[src/rtl/logic_unit_arbiter.sv]
// Two-requester arbiter in front of a single shared bitwise logic unit.
// Round-robin between requesters on ties, one-deep registered output slot
// with valid/ready handshake; a new result can be accepted in the same
// cycle the previous one is delivered, giving one result per cycle.
module logic_unit_arbiter #(
    parameter int WIDTH = 16
) (
    input  logic             clk,
    input  logic             reset,
    input  logic             valid0,
    input  logic [1:0]       op0,
    input  logic [WIDTH-1:0] a0,
    input  logic [WIDTH-1:0] b0,
    output logic             ready0,
    input  logic             valid1,
    input  logic [1:0]       op1,
    input  logic [WIDTH-1:0] a1,
    input  logic [WIDTH-1:0] b1,
    output logic             ready1,
    output logic [WIDTH-1:0] out,
    output logic             out_valid,
    output logic             out_id,
    input  logic             out_ready
);

    // Index of the requester that wins a tie on the next contended cycle.
    logic             ptr;
    logic             slot_free;
    logic             grant0;
    logic             grant1;
    logic [1:0]       sel_op;
    logic [WIDTH-1:0] sel_a;
    logic [WIDTH-1:0] sel_b;
    logic [WIDTH-1:0] unit_res;

    // Grant decision; reset gating keeps both readies low while reset is held,
    // independent of the clock.
    always_comb begin
        slot_free = !out_valid || out_ready;
        grant0    = !reset && valid0 && slot_free && (!valid1 || (ptr == 1'b0));
        grant1    = !reset && valid1 && slot_free && (!valid0 || (ptr == 1'b1));
        ready0    = grant0;
        ready1    = grant1;
    end

    // Only the granted requester's operands reach the shared unit.
    always_comb begin
        sel_op = grant1 ? op1 : op0;
        sel_a  = grant1 ? a1  : a0;
        sel_b  = grant1 ? b1  : b0;
    end

    // The one shared bitwise logic unit.
    always_comb begin
        unit_res = '0;
        case (sel_op)
            2'b00:   unit_res = sel_a | sel_b;
            2'b01:   unit_res = sel_a & sel_b;
            2'b10:   unit_res = sel_a ^ sel_b;
            default: unit_res = ~sel_a;
        endcase
    end

    // Output slot and round-robin pointer; out/out_id hold after delivery.
    always_ff @(posedge clk or posedge reset) begin
        if (reset) begin
            out       <= '0;
            out_id    <= 1'b0;
            out_valid <= 1'b0;
            ptr       <= 1'b0;
        end else if (grant0 || grant1) begin
            out       <= unit_res;
            out_id    <= grant1;
            out_valid <= 1'b1;
            // pointer moves to the requester that was not served
            ptr       <= grant0;
        end else if (out_valid && out_ready) begin
            out_valid <= 1'b0;
        end
    end

endmodule

[config.mk]
export PLATFORM = sky130hd
export DESIGN_NAME = logic_unit_arbiter
export DESIGN_NICKNAME = d
export VERILOG_FILES = /design/src/rtl/logic_unit_arbiter.sv
export SDC_FILE = /design/constraint.sdc
export NUM_CORES = 1
export LEC_CHECK = 0
export ABC_AREA = 0
export CORE_MARGIN = 1.5
export CORE_UTILIZATION = 40
export CTS_BUF_LIST = sky130_fd_sc_hd__clkbuf_16
export DETAILED_ROUTE_END_ITERATION = 10
export GPL_TIMING_DRIVEN = 0
export PLACE_DENSITY = 0.74
export SLEW_MARGIN = 40
export SYNTH_ARGS = -nofsm -noshare
export SYNTH_HDL_FRONTEND = slang
export SYNTH_SLANG_ARGS = --single-unit
export TNS_END_PERCENT = 30
[constraint.sdc]
create_clock -name clk -period 2.3 [get_ports clk]
set_clock_uncertainty 0.2 [all_clocks]
set_input_delay 0.345 -clock clk [delete_from_list [all_inputs] [get_ports clk]]
set_output_delay 0.345 -clock clk [all_outputs]
set_load 0.05 [all_outputs]
# Word level (Yosys, flattened, before mapping)
# Cells that the tools add are included.
dict set report word_totals {
  output_inout_bits 20
  register_bits 19
  input_bits 73
  word_cells 34
}
dict set report classes {
  reduce_logical 17
  bitwise_logic 5
  n_eq_ne 2
  n_mux 6
}
# operator n
set ops {}
lappend ops {{$pmux 16 s3} 1}
lappend ops {{$mux 16} 2}
lappend ops {{$and 16x16->16} 1}
lappend ops {{$not 16->16} 1}
lappend ops {{$or 16x16->16} 1}
lappend ops {{$xor 16x16->16} 1}
lappend ops {{$logic_and 1x1->1} 7}
lappend ops {{$logic_not 1->1} 4}
lappend ops {{$logic_or 1x1->1} 4}
lappend ops {{$eq 2x1->1 const B} 1}
lappend ops {{$eq 2x2->1 const B} 1}
lappend ops {{$logic_not 2->1} 1}
lappend ops {{$mux 1} 2}
lappend ops {{$mux 2} 1}
lappend ops {{$reduce_bool 2->1} 1}
lappend ops {{$not 1->1} 1}

# Depth between registers and ports, before layout
dict set report depth {
  depth_word 7
  mapped_depth 10
  mapped_depth_nobuf 9
}

# Worst setup path before layout
# OpenSTA, ideal clock, no wires.
dict set report synth_timing {
  path_kind {reg2reg}
  from {register out_valid}
  to {register out[15]}
  arrival_time_ps 2464
  t_required_ps 2014
  slack_ps -449
  stages_incl_launch_ff 11
  cell_sequence {dfrtp_1 nand2b_1 nand4_4 inv_4 buf_1 nand2_1 nand2_1 inv_1 ha_1 nand2b_1 a32oi_1}
}
dict set report synth_via {
  elab_chain_cells 7
}
# item line
set synth_lines {}
lappend synth_lines {{start: declaration} 21} ;# output logic out_valid,
lappend synth_lines {{start signal: assignment} 69} ;# out_valid <= 1'b0;
lappend synth_lines {{start signal: assignment} 74} ;# out_valid <= 1'b1;
lappend synth_lines {{start signal: assignment} 78} ;# out_valid <= 1'b0;
lappend synth_lines {{$logic_not 1->1 *} 39} ;# slot_free = !out_valid || out_ready;
lappend synth_lines {{$logic_or 1x1->1 *} 39}
lappend synth_lines {{$logic_and 1x1->1 * (2 in series)} 41} ;# grant1 = !reset && valid1 && slot_free && (!valid0 || (ptr == 1'b1));
lappend synth_lines {{via ready1} 19} ;# output logic ready1,
lappend synth_lines {{$mux 2 (tied with other cells)} 48} ;# sel_op = grant1 ? op1 : op0;
lappend synth_lines {{$eq 2x2->1 (tied with other cells)} 56} ;# case (sel_op)
lappend synth_lines {{$pmux 16 s3} 56}
lappend synth_lines {{end signal: assignment} 72} ;# out <= unit_res;
lappend synth_lines {{end: declaration} 20} ;# output logic [WIDTH-1:0] out,
# Mark *: on every way through the listed nets, which the timed path passes. The rest lies on a longest branch.
# A chain may end at the register's enable or synchronous reset.

# Final worst setup path
dict set report layout_timing {
  from {input out_ready}
  to {register out[10]}
}
dict set report layout_via {
  elab_chain_cells 6
}
# item line
set layout_lines {}
lappend layout_lines {{start: declaration} 23} ;# input logic out_ready
lappend layout_lines {{$logic_or 1x1->1 *} 39}
lappend layout_lines {{$logic_and 1x1->1 (2 in series)} 41}
lappend layout_lines {{$mux 2 (tied with other cells)} 48}
lappend layout_lines {{$eq 2x2->1 (tied with other cells)} 56}
lappend layout_lines {{$pmux 16 s3} 56}
# Every way passes the cells marked *; elsewhere a longest branch is shown, timed or not.

==> qor.csv <==
metric,value,unit
Root Driver,clkbuf_16,
core area,0.00551,mm²
Fin. Hold Viols,0,
Cell variety after synth,27,
RSZ-0062 raised after global routing,yes,
crit path DAT,2210,ps
Setup CP Type,primary input to flip-flop,
Startpoint Class,primary input,
Area growth syn-to-layout,59.8,%
Initial Utilization,0.415,
Synth Warn #,0,
"Seq/Total Area, Yosys",0.208,
"CP delay by family, top",buffers and inverters,
clk_lat worst skew,260,ps
TritonCTS clock tree,yes,
clock sink total,19,
gpl congestion,0.833,
PwrDens,525,mW/mm²
fill cell count,454,
placed cell count,466,
Yosys top cell area share,0.208,
Final period util,0.989,
"Max FO, Critical Path",10,
CTS Buf Count,3,
reg2reg setup slack,110,ps
first-pass GRT wire length,12400,µm
"flops & latches, synth",19,
reg-to-reg critical path startpoint,ptr$_DFFE_PP0P_,
final setup margin,24.7,ps
final wirelength,7800,µm
full die area,0.00617,mm²
outcome,"complete, no violations",
crit path time final,2280,ps
hpwl dp,5390,µm
WL/cell,16.2,µm
MaxCap Viol Count,0,
CTS clock-pin slew for the worst setup and hold paths,60,ps
Final ANT Viol Nets,0,
Multi-input gate area,0.00165,mm²
Mapped Avg Cell Area,7.57,µm²
total track usage,0.253,
maximum VDD drop,0.000389,V
r2r endpoint,out[7]$_DFFE_PP0P_,
largest net degree at the start of global routing,12,
HP Class,primary input to asynchronous set/reset pin,
die width,78.6,µm
DR DRC count,0,
top post-synthesis cells by count,"nand2_1, inv_1, ha_1, nand3_1, dfrtp_1",
main area contributors after synthesis,"dfrtp_1, ha_1, nand2_1, mux2i_1, nand3_1",
vias in the first global route,2582,
Register Area,477,µm²
Max Fclk,440,MHz
Std-Cell Rows,27,
top-count cell post-synth,nand2_1,
Post-Synthesis Cell Area,0.00228,mm²
worst path bufs/invs,3,
required time worst endpoint,2230,ps
CP max stage cell,clkdlybuf4s50_1,
Reg2Reg Depth,8,
ANT cells,0,
initial drt markers,218,
Slew headroom,0.559,
pre-CTS setup slack,-983,ps
Port Buffers,92,
Synth Instances,302,
final net count,516,
worst path cell trace,clkdlybuf4s50_1 > nand2b_4 > nand4_4 > buf_12 > mux2i_2 > inv_1 > ha_1 > o2111ai_1 > a32oi_1,
"non-filler cells, final",482,
Synth Net Count,407,
H-tree levels,1,
share of cells above drive strength 1,0.137,
Worst Setup End Kind,flip-flop,
cell type with the largest total area after synthesis,dfrtp_1,
initial antenna violation count,0,
total congestion overflow,0,
Slowest Stage Delay on Critical Path,460,ps
Synth async-reset ratio,1.00,
DR vias/cell,5.42,
Final setup viols,0,
CTS Buffer Depth,2,
leakage power,1.74,nW
Boundary Pins,93,
"Primary FF master, synth",dfrtp_1,
Worst Tran Pin Value,657,ps
first-pass detailed-route iteration total,6,
Max Slew Vio Count,0,
DR vias,2613,
Die Y,78.6,µm
Post-synth EDFFs,0,
[final cells by class]
type	count	area share
plain buffers	19	0.0428
clock buffers	3	0.0206
clock inverters	1	0.00137
inverters	35	0.0446
multi-input cells	229	0.453
flip-flops and latches	19	0.131
well taps	72	0.0247
repair buffers	103	0.280
repair inverters	1	0.00240
[sequential cells by signal (all words and copies together) (netlist names)]
signal	cells
out_valid	1
out	16
out_id	1
ptr	1
[worst max-delay path by stage]
stage,startpoint,to,slack (ps),depth (start not counted)
2_1_floorplan,out_valid$_DFFE_PP0P_,out[3]$_DFFE_PP0P_,60,10
3_3_place_gp,reset,ready1,-980,6
6_report,out_ready,out[10]$_DFFE_PP0P_,20,9
5_1_grt,out_ready,out[0]$_DFFE_PP0P_,-50,9
4_1_cts,out_ready,out[10]$_DFFE_PP0P_,4,9
3_5_place_dp,reset,ready1,-980,6
[cell usage in the layout (no fill, tap or decap), drive strengths merged, types with 2 or more instances in the layout]
cell and count:
inv 34, nand2b 18, o21ai 2, and2 3
buf 25, clkdlybuf4s50 87, nand2 84, clkinv 2
clkbuf 9, a32oi 16, and3 2, dfrtp 19
ha 32, mux2i 18, dlymetal6s2s 2, nor2b 2
nand3 32, o2111ai 16
[report_power, final]
group	internal, mW	switching [mW]	leakage [nW]
registers	0.409	0.0419	0.229
clock network	0.234	0.153	0.0409
logic	0.455	0.624	1.47
total	1.10	0.819	1.74
[worst register-to-register path, delay by kind of cell, from the launching register on]
kind            cells  cell delay [ps]
compound gates      2              320
fa+ha+maj           1              200
mux                 1              270
buf+inv             2              290
flops               1              390
simple gates        2              410
[cells by family after synthesis]
logic type / share of synthesized area
simple gates: 0.287
buf+inv: 0.0997
compound gates: 0.134
fa+ha+maj: 0.175
mux: 0.0964
flops: 0.208
[through the flow]
stage | area, µm² | power, mW | setup TNS [ps] | hold WS [ps] | utilization
final | 3650 | 1.92 | 0 | 19.3 | 0.663
after global routing | 3650 | 2.02 | -439 | 30.5 | 0.663
after CTS | 3520 | 1.87 | 0 | 25.9 | 0.638
after detailed placement | 3300 | 1.45 | -13970 | 291 | 0.599
after floorplan | 2290 | 1.06 | 0 | 8.57 | -
after global placement | 3300 | 1.43 | -13680 | 284 | 0.599
[timing repair]
action | in CTS | in global routing
setup endpoints to repair | 19 | 18
buffers inserted | 4 | 7
pin swaps | 1 | 1
gates cloned | 1 | 0
gates resized for setup | 34 | 25
hold buffers | 0 | 0
[layer usage]
layer / vias to the layer above / share of wire / track usage
met3: 4 / 0.097 / 0.0372
met5: - / 0 / 0
li1: 1250 / - / -
met1: 1203 / 0.40 / 0.335
met4: 0 / 0.0062 / 0.0518
met2: 156 / 0.50 / 0.434
(Power assumes the default switching activity.)
